<file path="src/rtl/b1_pkg.sv">
// Shared constants, state encoding and field-size helpers for the B1 measurement reporter.
package b1_pkg;

  localparam logic [7:0] SYNC0_BYTE = 8'hA5;
  localparam logic [7:0] SYNC1_BYTE = 8'h5A;

  typedef enum logic [2:0] {
    IDLE, SYNC0, SYNC1, SEQ, FLAGS, CHAN, CSUM
  } state_t;

  function automatic int bytes_of(input int w);
    return (w + 7) / 8;
  endfunction

  function automatic int ch_bytes(input int nco_w, input int phs_w, input int acc_w);
    return 2 * bytes_of(nco_w) + bytes_of(phs_w) + 2 * bytes_of(acc_w);
  endfunction

  localparam int CH_BYTES = ch_bytes(32, 12, 24);

endpackage

</file>
<file path="src/rtl/b1_pps_sync.sv">
// Two-flop synchroniser plus rising-edge detector; the strobe is registered.
module b1_pps_sync (
  input  logic clk,
  input  logic rst_n,
  input  logic din,
  output logic rise
);

  logic [2:0] sr;

  always_ff @(posedge clk or negedge rst_n) begin
    if (!rst_n) begin
      sr   <= '0;
      rise <= 1'b0;
    end else begin
      sr   <= {sr[1:0], din};
      rise <= sr[1] & ~sr[2];
    end
  end

endmodule

</file>
<file path="src/rtl/b1_meas_frame.sv">
// PPS-triggered snapshot of all tracking channels, serialised as a framed,
// sequence-numbered, XOR-checksummed byte stream on a valid/ready port.
module b1_meas_frame
  import b1_pkg::*;
#(
  parameter int NUM_CH = 2,
  parameter int NCO_W  = 32,
  parameter int PHS_W  = 12,
  parameter int ACC_W  = 24
) (
  input  logic                     rx_clk,
  input  logic                     rx_rst_n,
  input  logic                     rx_pps,
  input  logic [NUM_CH*NCO_W-1:0]  rx_car_nco,
  input  logic [NUM_CH*NCO_W-1:0]  rx_prn_nco,
  input  logic [NUM_CH*PHS_W-1:0]  rx_prn_phs,
  input  logic [NUM_CH*ACC_W-1:0]  rx_acc_real,
  input  logic [NUM_CH*ACC_W-1:0]  rx_acc_imag,
  output logic [7:0]               tx_data,
  output logic                     tx_valid,
  input  logic                     tx_ready,
  output logic                     tx_busy,
  output logic                     tx_ovr
);

  localparam int NCO_PW  = 8 * bytes_of(NCO_W);
  localparam int PHS_PW  = 8 * bytes_of(PHS_W);
  localparam int ACC_PW  = 8 * bytes_of(ACC_W);
  localparam int CH_B    = ch_bytes(NCO_W, PHS_W, ACC_W);
  localparam int CH_BITS = 8 * CH_B;
  localparam int CI_W    = (NUM_CH > 1) ? $clog2(NUM_CH) : 1;
  localparam int BI_W    = $clog2(CH_B);

  localparam logic [CI_W-1:0] LAST_CH = CI_W'(NUM_CH - 1);
  localparam logic [BI_W-1:0] LAST_BI = BI_W'(CH_B - 1);

  logic pps_rise;

  b1_pps_sync u_pps_sync (
    .clk   (rx_clk),
    .rst_n (rx_rst_n),
    .din   (rx_pps),
    .rise  (pps_rise)
  );

  state_t          state, state_n;
  logic [CI_W-1:0] ch, ch_n;
  logic [BI_W-1:0] bi, bi_n;
  logic            snap_en;
  logic            hs, load;
  logic [7:0]      seq, csum, byte_n, chan_byte;
  logic            ovr_flag;

  logic [NUM_CH-1:0][NCO_W-1:0] snap_car, snap_prn;
  logic [NUM_CH-1:0][PHS_W-1:0] snap_phs;
  logic [NUM_CH-1:0][ACC_W-1:0] snap_re, snap_im;
  logic [NUM_CH-1:0][CH_BITS-1:0] chan_vec;

  assign hs   = tx_valid & tx_ready;
  // The output register refills on every handshake, or on the first cycle of a frame.
  assign load = hs | (~tx_valid & (state != IDLE));

  // A PPS edge landing on the CSUM handshake starts the next frame instead of overrunning.
  assign tx_ovr = pps_rise & (state != IDLE) & ~((state == CSUM) & hs);

  // Each channel laid out MSB first as its on-wire byte sequence.
  for (genvar c = 0; c < NUM_CH; c++) begin : g_ch
    logic signed [ACC_W-1:0] re_s, im_s;
    assign re_s = snap_re[c];
    assign im_s = snap_im[c];
    assign chan_vec[c] = {NCO_PW'(snap_car[c]), NCO_PW'(snap_prn[c]),
                          PHS_PW'(snap_phs[c]), ACC_PW'(re_s), ACC_PW'(im_s)};
  end

  assign chan_byte = chan_vec[ch_n][(CH_B - 1 - int'(bi_n)) * 8 +: 8];

  always_comb begin
    state_n = state;
    ch_n    = ch;
    bi_n    = bi;
    snap_en = 1'b0;
    case (state)
      IDLE:  if (pps_rise) begin state_n = SYNC0; snap_en = 1'b1; end
      SYNC0: if (hs) state_n = SYNC1;
      SYNC1: if (hs) state_n = SEQ;
      SEQ:   if (hs) state_n = FLAGS;
      FLAGS: if (hs) begin state_n = CHAN; ch_n = '0; bi_n = '0; end
      CHAN: if (hs) begin
        if (bi == LAST_BI) begin
          bi_n = '0;
          if (ch == LAST_CH) state_n = CSUM;
          else               ch_n = ch + 1'b1;
        end else begin
          bi_n = bi + 1'b1;
        end
      end
      CSUM: if (hs) begin
        if (pps_rise) begin state_n = SYNC0; snap_en = 1'b1; end
        else          state_n = IDLE;
      end
      default: state_n = IDLE;
    endcase
  end

  always_comb begin
    byte_n = 8'h00;
    case (state_n)
      SYNC0:   byte_n = SYNC0_BYTE;
      SYNC1:   byte_n = SYNC1_BYTE;
      SEQ:     byte_n = seq;
      FLAGS:   byte_n = {7'(NUM_CH), ovr_flag};
      CHAN:    byte_n = chan_byte;
      CSUM:    byte_n = csum;
      default: byte_n = 8'h00;
    endcase
  end

  always_ff @(posedge rx_clk or negedge rx_rst_n) begin
    if (!rx_rst_n) begin
      state <= IDLE;
      ch    <= '0;
      bi    <= '0;
    end else begin
      state <= state_n;
      ch    <= ch_n;
      bi    <= bi_n;
    end
  end

  always_ff @(posedge rx_clk or negedge rx_rst_n) begin
    if (!rx_rst_n) begin
      tx_data  <= 8'h00;
      tx_valid <= 1'b0;
      tx_busy  <= 1'b0;
      seq      <= 8'h00;
      csum     <= 8'h00;
      ovr_flag <= 1'b0;
      snap_car <= '0;
      snap_prn <= '0;
      snap_phs <= '0;
      snap_re  <= '0;
      snap_im  <= '0;
    end else begin
      if (snap_en) begin
        snap_car <= rx_car_nco;
        snap_prn <= rx_prn_nco;
        snap_phs <= rx_prn_phs;
        snap_re  <= rx_acc_real;
        snap_im  <= rx_acc_imag;
      end
      if (load) begin
        tx_valid <= (state_n != IDLE);
        tx_busy  <= (state_n != IDLE);
        tx_data  <= byte_n;
        if (state_n == SEQ)                          csum <= byte_n;
        else if (state_n == FLAGS || state_n == CHAN) csum <= csum ^ byte_n;
      end
      if (hs && state == CSUM) seq <= seq + 8'd1;
      // Only clear the overrun that was actually reported in the accepted FLAGS byte.
      ovr_flag <= tx_ovr | (ovr_flag & ~(hs & (state == FLAGS) & tx_data[0]));
    end
  end

endmodule

</file>
<file path="config.mk">
export PLATFORM = sky130hd
export DESIGN_NAME = b1_meas_frame
export DESIGN_NICKNAME = d
export VERILOG_FILES = /design/src/rtl/b1_pkg.sv /design/src/rtl/b1_pps_sync.sv /design/src/rtl/b1_meas_frame.sv
export SDC_FILE = /design/constraint.sdc
export NUM_CORES = 1
export LEC_CHECK = 0
export BUFFER_PORTS_ARGS = -buffer_cell sky130_fd_sc_hd__buf_4
export CAP_MARGIN = 10
export CORE_MARGIN = 3
export CORE_UTILIZATION = 43
export CTS_CLUSTER_DIAMETER = 200
export DETAILED_ROUTE_END_ITERATION = 7
export MAX_ROUTING_LAYER = met4
export PLACE_DENSITY = 0.67
export SETUP_SLACK_MARGIN = 0.4
export SLEW_MARGIN = 20
export SYNTH_ARGS = -nofsm -noshare
export SYNTH_HDL_FRONTEND = slang
export SYNTH_SLANG_ARGS = --single-unit
</file>
<file path="constraint.sdc">
create_clock -name rx_clk -period 3.1 [get_ports rx_clk]
set_clock_uncertainty 0.05 [all_clocks]
set_input_delay 0.155 -clock rx_clk [delete_from_list [all_inputs] [get_ports rx_clk]]
set_output_delay 0.155 -clock rx_clk [all_outputs]
set_load 0.01 [all_outputs]
</file>
==> reports/results.txt, run 1 <==
vias in the first global route = 13200
Power, Total = 19600 µW
clock transition at the registers of the reported paths = 0.06 ns
CTS root buf = clkbuf_16
Core Area = 31000 µm²
Clock Sinks = 286
worst setup path start = bi[1]$_DFF_PN0_
CP Max Fanout = 16
Critical Path End = csum[1]$_DFFE_PN0P_
Max Fclk = 338 MHz
Area contributors post-synth = dfrtp_1, mux2_2, nand2_1
# fillers = 2154
# Max-Cap Violations = 0
1st-iter DRT viols = 855
#FFs+latches synth = 286
Setup crit start kind = register
WL/cell = 22.6 µm
Final Cycle Share = 95.5%
P_leak = 0.00937 µW
Slew @ Worst Pin = 0.774 ns
Crit Path Class = reg2reg
Netlist Area Pre-Place = 13700 µm²
Cell Count, Final, Fillers Out = 2205
peak supply drop = 0.000623 V
Critical Path RT = 3.55 ns
most frequent cells after synthesis = dfrtp_1, mux2_2, nand2_1
initial antenna violation count = 6
gpl congestion = 0.899
via count = 12400
cell mode on critical path = and3_4
gr ovfl total = 0
Post-synth EDFFs = 0
worst path arrival time = 3.41 ns
die area = 34000 µm²
Synth top area share = 52.4%
Crit. End Element = register
RSZ-0062 raised after global routing = yes
first-pass GRT wire length = 76200 µm
site row count = 64
Final ANT Viol Nets = 0
post-layout net count = 2034
worst hold slack = 0.114 ns
critical-path cell list = ha_4, and3_4, or4b_4, and2_4, clkinv_4, buf_12, nand3_1, a32oi_1, buf_4, and3_4, or4b_1, o211ai_1
R2R Path End = csum[1]$_DFFE_PN0P_
synthesis-to-layout area growth = 54.8%
final setup vio count = 0
largest area contributor in the netlist = dfrtp_1
Reg-to-Reg Start = bi[1]$_DFF_PN0_
final hold vios = 0
Final Util = 68.3%
register area = 7160 µm²
most common cell in the netlist = dfrtp_1
syn nets = 1436
Synth Instances = 1182
CTS tree = yes
I/O Buffers = 262
total routed wirelength = 49800 µm
CTS H-tree depth = 1
number of remaining DRC errors = 0
Worst-Skew Late Latency = 0.59 ns
Tmin final = 2.96 ns
Synth cell types = 73
DR pass1 iterations = 5
Async S/R FF share, synth = 100%
Die W = 184 µm
share of layout cells above drive strength 1 = 43.7%
synthesized area per cell = 11.6 µm²
gr usage total = 29.9%
Initial Util = 44.1%
largest net degree at the start of global routing = 85
CTS buffer count = 31
worst reg2reg setup slack = 0.14 ns
synth warn = 0
Reg2Reg Depth = 12
Placed Cells = 1850
Clock Tree Buf Depth = 3
Final Max Tran Viols = 0
die height = 184 µm
crit-path max cell delay = 0.49 ns
hpwl dp = 31600 µm
status = completed
PD cells = 925 nW/µm²
critical path's slowest cell = or4b_4
Min-Delay Path Class = in2async
via-per-instance ratio = 5.61
Slew Limit Headroom = 48.0%
ys flop type = dfrtp_1
register area share after synthesis = 52.4%
IO Pins = 263
area of the multi-input gates = 6590 µm²
[power breakdown]
part           internal, µW  switching [µW]  leakage [µW]
registers              5540            1260       0.00343
clock network          2200            1610      0.000510
logic                  4640            4330       0.00543
total                 12400            7190       0.00937
[metal layers]
layer	wire [µm]	vias up	track usage, %	share of wire, %
met1	19800	6198	37.5	40
met5	0	-	-	0
met4	2050	0	11.5	4.1
li1	-	5532	-	-
met2	25000	490	49.3	50
met3	3000	142	4.20	6.0
[registers in the layout, summed over array words and instances, names as in the netlist]
| signal | flops |
|---|---|
| state | 3 |
| tx_data | 8 |
| tx_busy | 1 |
| seq | 8 |
| csum | 8 |
| g_ch.re_s | 48 |
| u_pps_sync.sr | 3 |
| g_ch.im_s | 48 |
| ch | 1 |
| ovr_flag | 1 |
| chan_vec | 152 |
| u_pps_sync.rise | 1 |
| bi | 4 |
[metrics by stage]
stage          instance area (µm²)  setup TNS, ns  setup WS, ns
2_1_floorplan                13700              0         0.198
3_3_place_gp                 16700        -0.0961       -0.0601
3_5_place_dp                 16700         -0.351        -0.171
4_1_cts                      20800              0         0.150
5_1_grt                      21200              0       0.00527
6_report                     21200              0         0.139
[placed cells by master, fill, tap and decap left out, drive strengths merged, types with 6 or more instances in the layout]
cell	n
xnor2	10
o21ai	28
a211oi	28
a32oi	7
nor3	14
inv	9
dfrtp	286
a31oi	20
nand4	7
clkbuf	40
nand2	173
a22oi	6
diode	7
a21oi	40
dlygate4sd3	252
nor2	26
mux2	257
and3	28
a311oi	10
nor4	6
mux2i	25
buf	386
clkinv	12
nand3	35
[critical path: cells and delay by family (launching register included)]
family,cells,cell delay (ns)
and+or+nand+nor,6,1.54
DFF,1,0.42
buffers and inverters,3,0.39
AOI/OAI and AO/OA,2,0.30
adders and majority gates,1,0.16
[repair_timing]
item	CTS	global route
endpoints found under the hold margin	327	0
endpoints found under the setup margin	16	16
gates resized for setup	69	44
pin swaps	27	27
cloned	4	1
hold buffers	252	0
buffers inserted	23	13
[worst min path at each step]
stage                         from  cells past startpoint                        end
after floorplan           rx_rst_n                      0            bi[0]$_DFF_PN0_
after global placement    rx_rst_n                      1  chan_vec[244]$_DFFE_PN0P_
after detailed placement  rx_rst_n                      1  chan_vec[244]$_DFFE_PN0P_
after CTS                 tx_ready                      5         seq[2]$_DFFE_PN0P_
after global routing      tx_ready                      4         seq[0]$_DFFE_PN0P_
final                     rx_rst_n                      2  chan_vec[244]$_DFFE_PN0P_
[cell type report]
| cell class | count | area share, % |
|---|---|---|
| clock inverter | 16 | 0.857 |
| timing repair buffer | 641 | 27.4 |
| clock buffer | 39 | 4.04 |
| inverter | 11 | 0.290 |
| antenna | 7 | 0.0828 |
| sequential | 286 | 33.8 |
| multi-input combinational | 809 | 31.1 |
| tap | 396 | 2.34 |
[logic make-up (layout without fill, tap and decap cells)]
group                    count (synthesis)  count (layout)  share of synthesized area, %
XOR/XNOR                                11              11                         0.705
AO/OA/AOI/OAI                          190             190                          9.67
adder cells (fa/ha/maj)                  2               2                         0.183
flip-flops                             286             286                          52.4
other                                    0               7                             0
buffers and inverters                   87             707                          2.75
AND/OR/NAND/NOR                        324             324                          11.3
multiplexers                           282             282                          23.0
(Power assumes the default switching activity.)
==> run 2, diff against run 1 <==
Settings changed: SYNTH_HIERARCHICAL from default to 1.
==> reports/results.txt, run 2 <==
CTS tree = yes
via-per-instance ratio = 5.77 (+2.9%)
largest area contributor in the netlist = dfrtp_1
Async S/R FF share, synth = 100% (unchanged)
Final ANT Viol Nets = 0 (unchanged)
initial antenna violation count = 9 (+3)
synthesized area per cell = 11.8 µm² (+2.0%)
gr usage total = 29.9% (about the same)
site row count = 65 (+1.6%)
Post-Synth XOR/XNOR Area = 0.435% (-0.27 points)
final hold vios = 0 (unchanged)
Worst-Skew Late Latency = 0.58 ns (about the same)
vias in the first global route = 13400 (+1.6%)
Adder-Cell Fraction of Synth Area = 0.177% (-0.0057 points)
IO Pins = 263 (unchanged)
CTS root buf = clkbuf_16
Synth cell types = 83 (+14%)
1st-iter DRT viols = 1209 (+41%)
worst hold slack = 0.0813 ns (-0.0328 ns)
largest family of logic cells by synthesized area = multiplexers
Max Fclk = 342 MHz (+1.1%)
grt met3 use = 4.67% (+0.46 points)
Area contributors post-synth = dfrtp_1, mux2_2, and3_1
post-synthesis mux area share = 20.8% (-2.2 points)
CTS buffer count = 31 (unchanged)
most common cell after layout, fill and taps aside = buf_4
status = completed
DR pass1 iterations = 7 (+2)
Tmin final = 2.93 ns (-0.0334 ns)
CP Max Fanout = 20 (+4)
Reg-to-Reg Start = state[1]$_DFF_PN0_
most common cell in the netlist = dfrtp_1
PD cells = 875 nW/µm² (-5.5%)
Largest register FFs = 152 (unchanged)
Clock Sinks = 286 (unchanged)
Slew Limit Headroom = 62.0% (+14 points)
RSZ-0062 raised after global routing = yes
register area = 7160 µm² (about the same)
Netlist Area Pre-Place = 14100 µm² (+3.2%)
Crit Path Class = reg2reg
die height = 187 µm (+1.5%)
peak supply drop = 0.000581 V (-6.6%)
gr ovfl total = 0 (unchanged)
most frequent cells after synthesis = dfrtp_1, mux2_2, and3_1
Reg2Reg Depth = 12 (unchanged)
Post-synth EDFFs = 0 (unchanged)
Synth Area in Compound Gates = 13.5% (+3.8 points)
#FFs+latches synth = 286 (unchanged)
Final Cycle Share = 94.5% (-1.1 points)
Setup TNS Final = 0 ns (unchanged)
I/O Buffers = 262 (unchanged)
Setup crit start kind = register
Simple-Gate Fraction of Synth Area = 10.3% (-1.0 points)
gpl congestion = 0.919 (+2.2%)
Slew @ Worst Pin = 0.571 ns (-0.203 ns)
Die W = 187 µm (+1.5%)
WL/cell = 23.4 µm (+3.7%)
Synth top area share = 50.7% (-1.6 points)
total routed wirelength = 52400 µm (+5.2%)
die area = 35000 µm² (+3.1%)
first-pass GRT wire length = 79500 µm (+4.3%)
largest net degree at the start of global routing = 88 (+3.5%)
worst reg2reg setup slack = 0.17 ns (+0.03 ns)
synthesis-to-layout area growth = 51.8%
hpwl dp = 33900 µm (+7.5%)
worst path arrival time = 3.35 ns (-0.06 ns)
R2R Path End = tx_data[4]$_DFFE_PN0P_
GR Util met1 = 38.4% (+0.95 points)
number of remaining DRC errors = 0 (unchanged)
register area share after synthesis = 50.7% (-1.6 points)
Clock Tree Buf Depth = 3 (unchanged)
Synth Instances = 1196 (+1.2%)
ys flop type = dfrtp_1
area of the multi-input gates = 6790 µm² (+3.0%)
Final Max Tran Viols = 0 (unchanged)
P_leak = 0.00925 µW (-1.2%)
Crit. End Element = register
# fillers = 2243 (+4.1%)
# Max-Cap Violations = 0 (unchanged)
Core Area = 32000 µm² (+3.1%)
Most Crowded Layer GR = met2
GR met2 Demand/Resource = 46.7% (-2.6 points)
CTS H-tree depth = 1 (unchanged)
Initial Util = 44.1% (about the same)
final setup vio count = 0 (unchanged)
Critical Path RT = 3.52 ns (-0.03 ns)
share of layout cells above drive strength 1 = 43.9% (+0.27 points)
via count = 12900 (+4.4%)
Min-Delay Path Class = in2async
most frequent cells in the layout = buf_4, dfrtp_1, dlygate4sd3_1
synth warn = 6 (+6)
clock transition at the registers of the reported paths = 0.06 ns (about the same)
post-layout net count = 2021 (-0.64%)
syn nets = 1450 (+0.97%)
==> run 2: worst max path at each step <==
stage / from / endpoint / slack, ns / cells past startpoint
floorplan: bi[0]$_DFF_PN0_ / tx_data[7]$_DFFE_PN0P_ / 0.40 / 12
global placement: bi[1]$_DFF_PN0_ / tx_data[5]$_DFFE_PN0P_ / 0.09 / 11
detailed placement: bi[1]$_DFF_PN0_ / tx_data[5]$_DFFE_PN0P_ / -0.006 / 12
CTS: state[1]$_DFF_PN0_ / tx_data[7]$_DFFE_PN0P_ / 0.18 / 12
global route: tx_busy$_DFFE_PN0P_ / csum[2]$_DFFE_PN0P_ / 0.09 / 11
finish: state[1]$_DFF_PN0_ / tx_data[4]$_DFFE_PN0P_ / 0.17 / 12
==> run 2: critical path, stage by stage, from the launching register on <==
cell and delay [ns]:
dfrtp_1 0.40, and4b_2 0.35, buf_6 0.13, a21o_4 0.15
buf_4 0.30, buf_4 0.25, a31oi_1 0.11, a32oi_1 0.31
o22ai_1 0.17, o211ai_1 0.19, buf_4 0.17, nand2_1 0.07
a31oi_1 0.19
==> run 2: routing by layer <==
| layer | share of wire (%) | wire (µm) |
|---|---|---|
| met5 | 0 | 0 |
| met1 | 41 | 21600 |
| met2 | 47 | 24700 |
| met4 | 5.4 | 2810 |
| met3 | 6.4 | 3360 |
==> run 2: power breakdown <==
part | internal [µW] | total (µW) | switching (µW)
Clock | 2350 | 3920 | 1570
Combinational | 4260 | 7880 | 3630
Sequential | 5540 | 6920 | 1380
Total | 12200 | 18700 | 6580
==> run 2: cell families after synthesis <==
| group | after synthesis |
|---|---|
| DFF | 286 |
| buffers and inverters | 123 |
| adders and majority gates | 2 |
| xor gates and xnor gates | 7 |
| muxes | 255 |
| AOI/OAI and AO/OA | 273 |
| and+or+nand+nor | 250 |
==> run 2: what timing repair did <==
item,CTS,global route
endpoints found under the hold margin,386,0
hold buffers,250,0
cloned,1,2
setup endpoints to repair,16,97
pin swaps,19,13
buffers inserted,12,7
resized for setup,52,34
==> run 2: area by class of cell <==
cell class | instances | area share, %
Tap cell | 435 | 2.54
Multi-Input combinational cell | 788 | 31.7
Clock inverter | 16 | 1.06
Antenna cell | 10 | 0.117
Clock buffer | 41 | 3.98
Sequential cell | 286 | 33.4
Inverter | 21 | 0.415
Timing Repair Buffer | 639 | 26.8
==> run 2: stage by stage <==
stage | instance area (µm²) | utilization (%) | setup WS [ns] | instances | total power, µW
floorplan | 14100 | - | 0.401 | 1196 | 10900
CTS | 21100 | 66.0 | 0.181 | 2217 | 18300
detailed placement | 17200 | 53.7 | -0.00644 | 1897 | 13600
global route | 21400 | 67.0 | 0.0853 | 2235 | 19700
global placement | 17200 | 53.7 | 0.0924 | 1897 | 13400
finish | 21400 | 67.0 | 0.172 | 2236 | 18700
